**config.mk**
```make
export PLATFORM = sky130hd
export DESIGN_NAME = axi_rid_tagger
export DESIGN_NICKNAME = d
export VERILOG_FILES = /design/src/rtl/axi_rid_tagger.sv
export SDC_FILE = /design/constraint.sdc
export NUM_CORES = 1
export LEC_CHECK = 0
export ABC_AREA = 1
export ABC_CLOCK_PERIOD_IN_PS = 6400
export CORE_AREA = 5 5 239 241
export DETAILED_ROUTE_END_ITERATION = 10
export DIE_AREA = 0 0 244 246
export PLACE_DENSITY_LB_ADDON = 0.15
export SYNTH_ARGS = -nofsm -noshare
export SYNTH_HDL_FRONTEND = slang
export SYNTH_SLANG_ARGS = --single-unit
```
**constraint.sdc**
```tcl
create_clock -name clk -period 6.4 [get_ports clk]
set_input_delay 1.92 -clock clk [delete_from_list [all_inputs] [get_ports clk]]
set_output_delay 1.92 -clock clk [all_outputs]
set_load 0.02 [all_outputs]
```
**src/rtl/axi_rid_tagger.sv**
```systemverilog
// Read-ID tagger: records the ARID of every accepted read burst in an external ID FIFO
// and re-attaches those IDs, in order, to the ID-less in-order read data from the DDR port.
module axi_rid_tagger #(
  parameter int ID_WIDTH   = 4,
  parameter int ADDR_WIDTH = 28,
  parameter int LEN_WIDTH  = 8,
  parameter int DATA_WIDTH = 256,
  parameter int OUTS_WIDTH = 11
) (
  input  logic                  clk,
  input  logic                  rst,
  input  logic [ID_WIDTH-1:0]   s_arid,
  input  logic [ADDR_WIDTH-1:0] s_araddr,
  input  logic [LEN_WIDTH-1:0]  s_arlen,
  input  logic                  s_arvalid,
  output logic                  s_arready,
  output logic [ADDR_WIDTH-1:0] m_araddr,
  output logic [LEN_WIDTH-1:0]  m_arlen,
  output logic                  m_arvalid,
  input  logic                  m_arready,
  input  logic [DATA_WIDTH-1:0] d_rdata,
  input  logic                  d_rlast,
  input  logic                  d_rvalid,
  output logic                  d_rready,
  output logic [ID_WIDTH-1:0]   s_rid,
  output logic [DATA_WIDTH-1:0] s_rdata,
  output logic                  s_rlast,
  output logic                  s_rvalid,
  input  logic                  s_rready,
  output logic                  fifo_wr_en,
  output logic [ID_WIDTH-1:0]   fifo_wr_data,
  input  logic                  fifo_full,
  output logic                  fifo_rd_en,
  input  logic [ID_WIDTH-1:0]   fifo_rd_data,
  input  logic                  fifo_empty,
  output logic [OUTS_WIDTH-1:0] outstanding,
  output logic                  err_orphan
);

  typedef enum logic [1:0] {ST_EMPTY, ST_REQ, ST_VALID} state_e;

  state_e                state_q, state_d;
  logic [ID_WIDTH-1:0]   cur_id_q;
  logic [OUTS_WIDTH-1:0] outs_q, outs_d;
  logic                  err_q, err_d;
  logic                  ar_hs, id_valid, r_last_hs;

  // AR side: a burst is only accepted when its ID has somewhere to go.
  assign s_arready    = m_arready & ~fifo_full;
  assign m_arvalid    = s_arvalid & ~fifo_full;
  assign m_araddr     = s_araddr;
  assign m_arlen      = s_arlen;
  assign ar_hs        = s_arvalid & s_arready;
  assign fifo_wr_en   = ar_hs;
  assign fifo_wr_data = s_arid;

  assign id_valid  = (state_q == ST_VALID);
  assign d_rready  = s_rready & id_valid;
  assign s_rvalid  = d_rvalid & id_valid;
  assign s_rdata   = d_rdata;
  assign s_rlast   = d_rlast;
  assign s_rid     = cur_id_q;
  assign r_last_hs = d_rvalid & d_rready & d_rlast;

  always_ff @(posedge clk) begin
    if (rst) state_q <= ST_EMPTY;
    else     state_q <= state_d;
  end

  always_comb begin
    state_d = state_q;
    case (state_q)
      ST_EMPTY: if (!fifo_empty) state_d = ST_REQ;
      ST_REQ:   state_d = ST_VALID;
      ST_VALID: if (r_last_hs) state_d = fifo_empty ? ST_EMPTY : ST_REQ;
      default:  state_d = ST_EMPTY;
    endcase
  end

  // The pop is issued one cycle before the ID is captured; REQ is the capture cycle.
  always_comb begin
    fifo_rd_en = 1'b0;
    if (!rst) begin
      case (state_q)
        ST_EMPTY: fifo_rd_en = ~fifo_empty;
        ST_VALID: fifo_rd_en = r_last_hs & ~fifo_empty;
        default:  fifo_rd_en = 1'b0;
      endcase
    end
  end

  always_ff @(posedge clk) begin
    if (rst)                    cur_id_q <= '0;
    else if (state_q == ST_REQ) cur_id_q <= fifo_rd_data;
  end

  always_comb begin
    case ({ar_hs, r_last_hs})
      2'b10:   outs_d = outs_q + OUTS_WIDTH'(1);
      2'b01:   outs_d = outs_q - OUTS_WIDTH'(1);
      default: outs_d = outs_q;
    endcase
    err_d = err_q | (d_rvalid & (outs_q == '0) & ~ar_hs);
  end

  always_ff @(posedge clk) begin
    if (rst) begin
      outs_q <= '0;
      err_q  <= 1'b0;
    end else begin
      outs_q <= outs_d;
      err_q  <= err_d;
    end
  end

  assign outstanding = outs_q;
  assign err_orphan  = err_q;

endmodule

```
==> results <==
-- registers in the layout, summed over array words and instances (netlist names) --
name         flops
s_rid            4
err_orphan       1
state_q          2
outstanding     11
-- worst min-delay path, delay by kind of cell, from the launching register on --
| family | cells | cell delay, ns |
|---|---|---|
| buffers and inverters | 1 | 0.05 |
| AOI/OAI and AO/OA | 1 | 0.05 |
| DFF | 1 | 0.32 |
-- routing by layer --
layer	track usage	up-vias
li1	-	792
met1	0.0283	770
met2	0.0464	281
met3	0.0417	142
met4	0.0531	0
met5	0	-
-- stage by stage --
stage	hold slack, ns	util	instance area (um2)	cells	setup WS, ns
6_report	0.466	0.0483	2640	972	0.807
5_1_grt	0.498	0.0483	2640	972	0.580
4_1_cts	0.466	0.0483	2640	972	0.772
3_5_place_dp	0.458	0.0466	2550	968	0.805
3_3_place_gp	0.460	0.0466	2550	968	0.789
2_1_floorplan	0.445	-	3590	531	1.26
-- cells by family after synthesis --
logic type | after synthesis
AO/OA/AOI/OAI | 30
XOR/XNOR | 4
adder cells (fa/ha/maj) | 3
buffers and inverters | 346
flip-flops | 18
AND/OR/NAND/NOR | 130
-- path summary, 6_finish.rpt --
path / to / slack (ns) / depth (start not counted)
hold reg to reg: err_orphan$_SDFF_PP0_ / 0.47 / 2
setup reg to reg: outstanding[8]$_SDFFE_PP0P_ / 3.34 / 19
hold / removal: err_orphan$_SDFF_PP0_ / 0.47 / 2
setup / recovery: fifo_rd_en / 0.81 / 8
-- layout make-up --
| cell class | instances | area [um2] | share of cell area |
|---|---|---|---|
| clock buffers | 4 | 88.8 | 0.0337 |
| inverters | 43 | 161 | 0.0612 |
| multi-input cells | 167 | 788 | 0.299 |
| flip-flops and latches | 18 | 360 | 0.137 |
| well taps | 704 | 881 | 0.334 |
| repair buffers | 36 | 358 | 0.136 |
-- power groups by stage --
stage | clock, W | combinational, W | sequential, W
CTS | 0.000161 | 0.0000828 | 0.000128
detailed placement | 0 | 0.0000824 | 0.000130
finish | 0.000151 | 0.0000784 | 0.000127
global route | 0.000166 | 0.0000896 | 0.000129
global placement | 0 | 0.0000837 | 0.000130
floorplan | 0 | 0.000306 | 0.000134
-- cell usage in the layout (no fill, tap or decap), types with 3 or more instances in the layout --
cell type | synthesis | final
a21oi_1 | 20 | 20
clkbuf_16 | 0 | 3
clkdlybuf4s50_1 | 0 | 35
dfxtp_1 | 18 | 18
ha_1 | 3 | 3
inv_1 | 41 | 41
nand2_1 | 73 | 73
nand3_1 | 15 | 15
nand4_1 | 4 | 4
nor2_1 | 24 | 24
nor2_2 | 6 | 6
nor4_1 | 5 | 5
o21ai_0 | 7 | 7
xor2_1 | 3 | 3
==> metrics.md <==
| Metric | Value |
|---|---|
| Peak VDD IR | 99.0 uV |
| Wl on met1 | 3.26 mm |
| Power share of the clock group | 0.424 |
| R2r startpoint | state_q[1]$_SDFFE_PP0P_ |
| Outcome | finished, final reports clean |
| Clock Sinks | 18 |
| Tot Pwr | 0.000357 W |
| Sw power | 0.000109 W |
| Total Die Area | 60000 um2 |
| Slowest Stage Delay on Critical Path | 0.65 ns |
| Worst Tran Pin Value | 0.730 ns |
| Compound-cell area share of the yosys netlist | 0.0460 |
| Routability cong. | 0.659 |
| Clock buffer depth | 2 |
| Routed WL | 12.5 mm |
| Site row count | 86 |
| Top_reg_cell synth | dfxtp_1 |
| Top delay family on crit path | buffers and inverters |
| Worst rel slew slack | 0.513 |
| Final hold vios | 0 |
| Final period util | 0.874 |
| Sw Ratio | 0.306 |
| First-pass GRT wire length | 16.5 mm |
| Synth area leader | buf_4 |
| RSZ-0062 raised after global routing | no |
| Worst-path cell chain | clkdlybuf4s50_1, inv_1, nor2_1, nand3_1, inv_1, nor2_1, nor4_1, clkdlybuf4s50_1 |
| Arr. time, crit path | 3.67 ns |
| CTS tree | built |
| GRT overflow | 0 |
| Std-Cell Core Area | 54700 um2 |
| Netlist cell types | 25 |
| Worst skew pair latency | 0.26 ns |
| Clock Tree Root | clkbuf_16 |
| Post-CTS sizing | 0 |
| Simple-gate share of the synthesized area | 0.153 |
| Hold Startpoint | err_orphan$_SDFF_PP0_ |
| Antenna viol nets, final | 0 |
| Adder-Cell Fraction of Synth Area | 0.0105 |
| Area Overhead vs Synth | -26.5% |
| Seq/Total Area, Yosys | 0.100 |
| Top sig layer | met4 |
| Crit path launch | d_rvalid |
| DR WL met3 | 2.86 mm |
| Mux cell area share after synthesis | 0 |
| Antenna cell count | 0 |
| Die X | 244 um |
| Largest net degree at the start of global routing | 19 |
| Share of layout cells above drive strength 1 | 0.0597 |
| Share of flip-flops with an asynchronous set or reset | 0 |
| Boundary Pins | 628 |
| Critical Path RT | 4.48 ns |
| Met2 wire length | 4.52 mm |
| Minimum clock period | 5.59 ns |
| Register bit total from synthesis | 18 |
| # setup viols final | 0 |
| Commonest cells in the netlist | 297 x buf_4, 73 x nand2_1, 41 x inv_1, 24 x nor2_1, 20 x a21oi_1 |
| Cell with the most instances after synthesis | buf_4 |
| Number of flops mapped to enable cells by yosys | 0 |
| Post-synth top area share | 0.622 |
| Synth Cell Area | 3590 um2 |
| Initial antenna violation count | 0 |
| Post-Synth XOR/XNOR Area | 0.00977 |
| Via count | 1985 |
| Setup Fix Bufs, Post-CTS | 0 |
| Routed WL per cell | 12.8 um |
| Hold WC Path Type | reg -> reg |
| Pre-antenna DRT Iters | 4 |
| Final slew viol count | 0 |
| Slowest cell on the critical path | clkdlybuf4s50_1 |
| Startpoint Class | primary input |
| Clk_skew | 0.00582 ns |
| Largest family of logic cells by synthesized area | buffers and inverters |
| Pwr/cell area | 135 nW/um2 |
| Final HPWL DP | 10.2 mm |
| Drt drc | 0 |
| Area contributors post-synth | buf_4 62%, dfxtp_1 10%, nand2_1 7.6% |
| MaxCap Viol Count | 0 |
| Synth Net Count | 843 |
| Number of buffers created by CTS | 3 |
| Via density per instance | 2.04 |
| Detailed Route Iter0 Violations | 61 |
| Vias in the first global route | 2167 |
| Crit end category | primary output |
| Mapped Cells | 531 |
| Static Leak | 0.863 nW |
| CP Class | in -> out |
| Starting density of the core | 0.0656 |
| Share of power burned in registers | 0.356 |
| Fillers | 6532 |
| CP bufs+invs | 4 |
| Warnings, synthesis | 0 |
| Port Buffers | 35 |
| Syn_area_per_cell | 6.76 um2 |
| Nets | 581 |
| Die Y-Extent | 246 um |
| Crit-path max FO | 3 |
| Logic pwr share | 0.220 |
| All-Layer GR Usage | 0.0387 |
| CTS Hold Bufs | 0 |
| # H-tree levels | 1 |
| CTS clk-pin slew, worst paths | 0.07 ns |
| Setup TNS | 0 ns |
| Fmax achieved | 179 MHz |
| Pint | 0.000248 W |
(Power assumes the default switching activity.)
